[config.mk]
export PLATFORM = sky130hd
export DESIGN_NAME = alu_sequencer_flat
export DESIGN_NICKNAME = d
export VERILOG_FILES = /design/src/rtl/alu_sequencer_if.sv /design/src/rtl/alu_sequencer.sv /design/src/flat_wrapper.sv
export SDC_FILE = /design/constraint.sdc
export NUM_CORES = 1
export LEC_CHECK = 0
export CORE_MARGIN = 2
export CORE_UTILIZATION = 25
export DETAILED_ROUTE_END_ITERATION = 7
export GPL_ROUTABILITY_DRIVEN = 0
export MAX_ROUTING_LAYER = met4
export SETUP_SLACK_MARGIN = 0.5
export SLEW_MARGIN = 25
export SYNTH_ARGS = -nofsm -noshare
export SYNTH_HDL_FRONTEND = slang
export SYNTH_SLANG_ARGS = --single-unit
[constraint.sdc]
create_clock -name clk -period 4.5 [get_ports clk]
set_input_delay 1.35 -clock clk [delete_from_list [all_inputs] [get_ports clk]]
set_output_delay 1.35 -clock clk [all_outputs]
set_load 0.02 [all_outputs]
[src/rtl/alu_sequencer_if.sv]
// Instruction issue and result response handshakes between
// an instruction source and the ALU sequencer.
interface alu_sequencer_if;
    logic        instr_valid;
    logic        instr_ready;
    logic [2:0]  instr_op;
    logic [2:0]  instr_rd;
    logic [2:0]  instr_rs1;
    logic [2:0]  instr_rs2;
    logic        rsp_valid;
    logic        rsp_ready;
    logic [15:0] rsp_data;
    logic [2:0]  rsp_rd;

    modport master (
        output instr_valid, instr_op, instr_rd,
        output instr_rs1, instr_rs2, rsp_ready,
        input  instr_ready, rsp_valid, rsp_data, rsp_rd
    );

    modport slave (
        input  instr_valid, instr_op, instr_rd,
        input  instr_rs1, instr_rs2, rsp_ready,
        output instr_ready, rsp_valid, rsp_data, rsp_rd
    );
endinterface

[src/rtl/alu_sequencer.sv]
// Issue/writeback controller around an external 16-bit ALU,
// with an 8x16 register file (r0 hardwired to zero).
module alu_sequencer (
    input  logic                clk,
    input  logic                rst,
    alu_sequencer_if.slave      bus,
    input  logic                ld_en,
    input  logic [2:0]          ld_addr,
    input  logic [15:0]         ld_data,
    output logic [15:0]         alu_a,
    output logic [15:0]         alu_b,
    output logic [2:0]          alu_sel,
    input  logic [15:0]         alu_out,
    input  logic [2:0]          dbg_addr,
    output logic [15:0]         dbg_data
);
    localparam int DATA_W = 16;
    localparam int NREGS  = 8;

    typedef enum logic [1:0] {
        IDLE = 2'd0,
        EXEC = 2'd1,
        RESP = 2'd2
    } state_t;

    state_t state, state_nxt;

    logic [DATA_W-1:0] regs [NREGS];
    logic [DATA_W-1:0] rsp_data_q;
    logic [2:0]        rsp_rd_q;
    logic              accept;

    assign accept = bus.instr_valid && bus.instr_ready;

    always_ff @(posedge clk) begin
        if (rst) state <= IDLE;
        else     state <= state_nxt;
    end

    always_comb begin
        state_nxt = state;
        case (state)
            IDLE: if (accept) state_nxt = EXEC;
            EXEC: state_nxt = RESP;
            RESP: if (bus.rsp_ready) state_nxt = IDLE;
            default: state_nxt = IDLE;
        endcase
    end

    always_comb begin
        bus.instr_ready = 1'b0;
        bus.rsp_valid   = 1'b0;
        case (state)
            IDLE: bus.instr_ready = !ld_en;
            RESP: bus.rsp_valid   = 1'b1;
            default: ;
        endcase
    end

    // r0 is never written, so its storage stays at its reset zero.
    always_ff @(posedge clk) begin
        if (rst) begin
            for (int i = 0; i < NREGS; i++) regs[i] <= '0;
            alu_a      <= '0;
            alu_b      <= '0;
            alu_sel    <= '0;
            rsp_data_q <= '0;
            rsp_rd_q   <= '0;
        end else begin
            case (state)
                IDLE: begin
                    if (ld_en && ld_addr != 3'd0)
                        regs[ld_addr] <= ld_data;
                    if (accept) begin
                        alu_a    <= regs[bus.instr_rs1];
                        alu_b    <= regs[bus.instr_rs2];
                        alu_sel  <= bus.instr_op;
                        rsp_rd_q <= bus.instr_rd;
                    end
                end
                EXEC: begin
                    rsp_data_q <= alu_out;
                    if (rsp_rd_q != 3'd0)
                        regs[rsp_rd_q] <= alu_out;
                end
                default: ;
            endcase
        end
    end

    assign bus.rsp_data = rsp_data_q;
    assign bus.rsp_rd   = rsp_rd_q;
    assign dbg_data     = regs[dbg_addr];
endmodule

[src/flat_wrapper.sv]
// flat-port wrapper written by rule: the top's interface ports become plain ports
module alu_sequencer_flat 
  (clk, rst, ld_en, ld_addr, ld_data, alu_a, alu_b, alu_sel, alu_out, dbg_addr, dbg_data, bus_instr_valid, bus_instr_op, bus_instr_rd, bus_instr_rs1, bus_instr_rs2, bus_rsp_ready, bus_instr_ready, bus_rsp_valid, bus_rsp_data, bus_rsp_rd);
  alu_sequencer_if bus_i ();
  input  logic clk;
  input  logic rst;
  input  logic ld_en;
  input  logic [2:0] ld_addr;
  input  logic [15:0] ld_data;
  output logic [15:0] alu_a;
  output logic [15:0] alu_b;
  output logic [2:0] alu_sel;
  input  logic [15:0] alu_out;
  input  logic [2:0] dbg_addr;
  output logic [15:0] dbg_data;
  input wire logic [$bits(bus_i.instr_valid)-1:0] bus_instr_valid;
  input wire logic [$bits(bus_i.instr_op)-1:0] bus_instr_op;
  input wire logic [$bits(bus_i.instr_rd)-1:0] bus_instr_rd;
  input wire logic [$bits(bus_i.instr_rs1)-1:0] bus_instr_rs1;
  input wire logic [$bits(bus_i.instr_rs2)-1:0] bus_instr_rs2;
  input wire logic [$bits(bus_i.rsp_ready)-1:0] bus_rsp_ready;
  output wire logic [$bits(bus_i.instr_ready)-1:0] bus_instr_ready;
  output wire logic [$bits(bus_i.rsp_valid)-1:0] bus_rsp_valid;
  output wire logic [$bits(bus_i.rsp_data)-1:0] bus_rsp_data;
  output wire logic [$bits(bus_i.rsp_rd)-1:0] bus_rsp_rd;
  assign bus_i.instr_valid = bus_instr_valid;
  assign bus_i.instr_op = bus_instr_op;
  assign bus_i.instr_rd = bus_instr_rd;
  assign bus_i.instr_rs1 = bus_instr_rs1;
  assign bus_i.instr_rs2 = bus_instr_rs2;
  assign bus_i.rsp_ready = bus_rsp_ready;
  assign bus_instr_ready = bus_i.instr_ready;
  assign bus_rsp_valid = bus_i.rsp_valid;
  assign bus_rsp_data = bus_i.rsp_data;
  assign bus_rsp_rd = bus_i.rsp_rd;
  alu_sequencer u_core (.clk(clk), .rst(rst), .bus(bus_i), .ld_en(ld_en), .ld_addr(ld_addr), .ld_data(ld_data), .alu_a(alu_a), .alu_b(alu_b), .alu_sel(alu_sel), .alu_out(alu_out), .dbg_addr(dbg_addr), .dbg_data(dbg_data));
endmodule
Word level (Yosys, flattened, before mapping)
Memory sizes are Yosys's and may differ from the RTL's. A register that Yosys moved wholly into a read port is not among the register bits.
Index checks and enable logic that the tools add are counted.
Storage, ports and cells
  output and inout port bits: 72
  logic and storage cells: 40
  bits of input ports: 55
  bits in writable memories: 128
  memories: 1
  flip-flop bits (word level): 24
Operators by class
  eq/ne operators: 4
  reductions and logical operators: 10
  mux-type cells: 21
Memories
  u_core.regs: depth 8, width 16, read ports 3, clocked after Yosys merged registers in 2, write ports 8, RTL line alu_sequencer.sv:28  | logic [DATA_W-1:0] regs [NREGS];
Operators by type and width (count)
  16-bit two-way mux: 2
  16-bit OR reduction: 2
  1-bit two-way mux: 14
  3-bit two-way mux: 2
  2-bit one-hot mux with 3 select lines: 1
  3-bit nonzero test: 2
  2-bit two-way mux: 2
  2-bit AND reduction: 2
  2-bit by 1-bit == test with 1-bit output, second input constant: 1
  2-bit == test, second input constant: 1
  1-bit logical AND: 2
  2-bit zero test: 1
  2-bit by 1-bit != test with 1-bit output, second input constant: 1
  2-bit != test, second input constant: 1
  1-bit zero test: 1

Logic depth before layout (Yosys ltp)
  word-level depth: 9
  mapped depth: 7
  gate-level depth less buffers: 4

Worst setup path after synthesis
No wires, ideal clock.
  path kind: input to output
  start point: in dbg_addr[0]
  end point: out dbg_data[0]
  arrival time: 2.711 ns
  stages: 4
  path buffers: 2
  required time: 3.150 ns
  slack: 0.439 ns
  cells stage by stage: clkbuf_1 buf_2 mux4_2 mux2_2
Between the ends
  longest elaborated chain between the ends: 1
RTL lines
  start: declaration: RTL line flat_wrapper.sv:14  | input logic [2:0] dbg_addr;
  memory read 8 x 16 bit
  end: declaration: RTL line flat_wrapper.sv:15  | output logic [15:0] dbg_data;
No other way between the ends.

Worst setup path after layout
  start point: in dbg_addr[0]
  end point: out dbg_data[4]
The elaborated chain is that of the path after synthesis.

==> flow_metrics.py <==
metrics = {
    "die": {
        "fp.dieW_um": 203,
        "die-area_um2": 41200,
        "initial_utilization": 0.255,
        "die_y_um": 203,
        "io_pins": 127,
        "core_um2": 38900,
        "fp-row-count": 72,
    },
    "placement": {
        "dpl.hpwl_um": 19600,
        "io_buffers": 126,
        "pre_cts_slack_ns": -0.130,
        "placed_cell_area_um2": 12000,
        "placed_cells": 1339,
    },
    "detailed_routing": {
        "ant_nets": 0,
        "via_count": 6719,
        "top_layer": "met4",
        "wl_um": 29600,
        "detail_route.wl_per_cell_um": 21.5,
        "drc_errors": 0,
        "drt_iter0_markers": 568,
        "firstDrtPassIters": 4,
        "via_per_inst": 4.88,
        "met2_length_um": 13500,
        "wl_met3_um": 1910,
        "wl_met1_um": 13400,
    },
    "clock_network": {
        "clock_latency_ns": 0.44,
        "cts_hold_buf": 0,
        "cts_tree": "yes",
        "cts_max_level": 4,
        "cts.clk_slew.worst_paths_ns": 0.07,
        "numCtsBuffers": 17,
        "cts-root-buf": "clkbuf_16",
        "cts_setup_buffers": 0,
        "clockBufferDepth": 2,
        "clock-sinks": 184,
    },
    "logic_synthesis": {
        "yosys.area.top_type_share": 0.388,
        "synth.avg_cell_area_um2": 14.1,
        "synth_warnings": 0,
        "synth-seq-cells": 184,
        "synthesis.area_um2": 9910,
        "async_flop_share": 0,
        "synth_cells": 705,
        "ys_types": 34,
        "synth-edff-count": 128,
        "ys_seq_area_frac": 0.501,
        "synth_ff_type": "edfxtp_1",
        "synth_most_common_cell": "edfxtp_1",
        "synth_common_cells": "edfxtp_1, mux4_2, nor3_1",
        "synth_top_cell_by_area": "edfxtp_1",
        "synth_area_leaders": "edfxtp_1, mux4_2, dfxtp_1",
    },
    "run_status": {
        "status": "finished, final reports clean",
    },
    "critical_path": {
        "crit_fanout": 7,
        "path_buf_inv": 3,
        "cp_common_cell": "buf_12",
        "path_depth": 5,
        "crit_path_top_delay_cell": "mux4_2",
        "worstPathArrival_ns": 2.60,
        "slowest_delay_ns": 0.49,
        "cp_cell_sequence": "buf_12 -> buf_12 -> mux4_2 -> mux2_4 -> buf_2",
        "critPathKind": "in2out",
        "reg2reg_from": "u_core.state[0]",
        "reg2reg_depth": 6,
        "crit_required_ns": 3.15,
        "start_kind": "primary input",
        "cp_top_family": "multiplexers",
        "endpoint_kind": "primary output",
        "setup.worst_path.start": "dbg_addr[0]",
    },
    "worst_hold_path": {
        "hold_start": "u_core.bus.rsp_data[0]",
        "min_delay_path_depth": 2,
        "min_path_type": "reg2reg",
    },
    "sta": {
        "timing.final.crit_share": 0.879,
        "hold_ws_ns": 0.460,
        "relSlewSlack": 0.461,
        "fmax_mhz": 253,
        "tightest_slew_ns": 0.809,
        "setup_tns_ns": 0,
        "finalSetupViolCount": 0,
        "drv_slew": 0,
        "rsz0062_at_grt": "false",
        "final_hold_viol_count": 0,
        "fin_crit_ns": 3.95,
        "finClkSkew_ns": 0.00946,
        "setup_slack_ns": 0.547,
    },
    "power_and_ir_drop": {
        "p_per_area_nw_per_um2": 336,
        "p_leak_nw": 4.06,
        "power_mw": 4.26,
        "ir_worst_vdd_mv": 0.240,
    },
    "global_routing": {
        "overflow": 0,
        "first_global_vias": 6942,
        "grt_pass1_wl_um": 45000,
        "antenna_found_initial": 0,
        "grt_use_total": 0.153,
        "grt_max_degree": 56,
    },
    "layout": {
        "final_core_util": 0.326,
        "drive_gt1_frac": 0.357,
        "nets": 900,
        "areaGrowthSynthToFinish_pct": 27.9,
        "diodes": 0,
        "fin_area_um2": 12700,
        "fin_cells": 1376,
    },
    "flow_run": {
        "cap_violations": 0,
    },
}
## power by group
part / switching, mW / internal (mW) / total (mW)
Clock: 0.773 / 0.808 / 1.58
Sequential: 0.0625 / 1.90 / 1.96
Combinational: 0.382 / 0.339 / 0.721
Total: 1.22 / 3.04 / 4.26
## layout by cell type, fill, tap and decap left out, drive strengths merged, types with 2 or more instances in the layout
| cell type | n |
|---|---|
| a21oi | 27 |
| buf | 70 |
| clkbuf | 18 |
| clkdlybuf4s50 | 103 |
| clkinv | 6 |
| conb | 16 |
| dfxtp | 56 |
| dlygate4sd2 | 2 |
| edfxtp | 128 |
| inv | 9 |
| mux2 | 16 |
| mux2i | 17 |
| mux4 | 96 |
| nand2 | 50 |
| nand2b | 4 |
| nor2 | 36 |
| nor2b | 2 |
| nor3 | 146 |
| nor3b | 2 |
| nor4 | 2 |
| o21ai | 3 |
| o21bai | 7 |
| o22ai | 32 |
## metal layers
layer	track usage	vias to the layer above
li1	-	3057
met1	0.204	3325
met2	0.232	298
met3	0.0289	39
met4	0.0550	0
met5	-	-
## cell families (layout without fill, tap and decap cells)
logic type | after synthesis | after routing | synth area share
buffers and inverters | 73 | 211 | 0.0337
other | 1 | 16 | 0.000378
AND/OR/NAND/NOR | 246 | 246 | 0.153
AO/OA/AOI/OAI | 72 | 72 | 0.0442
multiplexers | 129 | 129 | 0.267
flip-flops | 184 | 184 | 0.501
## worst min-delay path: cells and delay by family, from the launching register on
kind	cells	cell delay (ns)
AO/OA/AOI/OAI	1	0.05
flip-flops	1	0.32
AND/OR/NAND/NOR	1	0.05
## layout make-up
cell class	instances	area (um2)
Clock buffer	17	425
Clock inverter	15	196
Fill cell	3850	26200
Inverter	2	7.51
Multi-Input combinational cell	463	4720
Sequential cell	184	4960
Tap cell	518	648
Timing Repair Buffer	177	1710
## final timing paths
check,end,slack (ns)
max,dbg_data[4],0.55
min,u_core.bus.rsp_data[0],0.46
max reg2reg,u_core.regs[2][12],1.65
min reg2reg,u_core.bus.rsp_data[0],0.46
## timing repair
item	in CTS	in global routing
gates resized for setup	78	3
endpoints found under the hold margin	0	0
gates cloned	5	0
setup endpoints to repair	17	3
pin swaps	0	0
## state kept, by name, summed over array words and instances (netlist names)
name,count
u_core.alu_b,16
u_core.alu_sel,3
u_core.bus.rsp_rd,3
u_core.regs,128
u_core.state,2
u_core.alu_a,16
u_core.bus.rsp_data,16
Note: power is estimated with default switching activity, not from simulation.
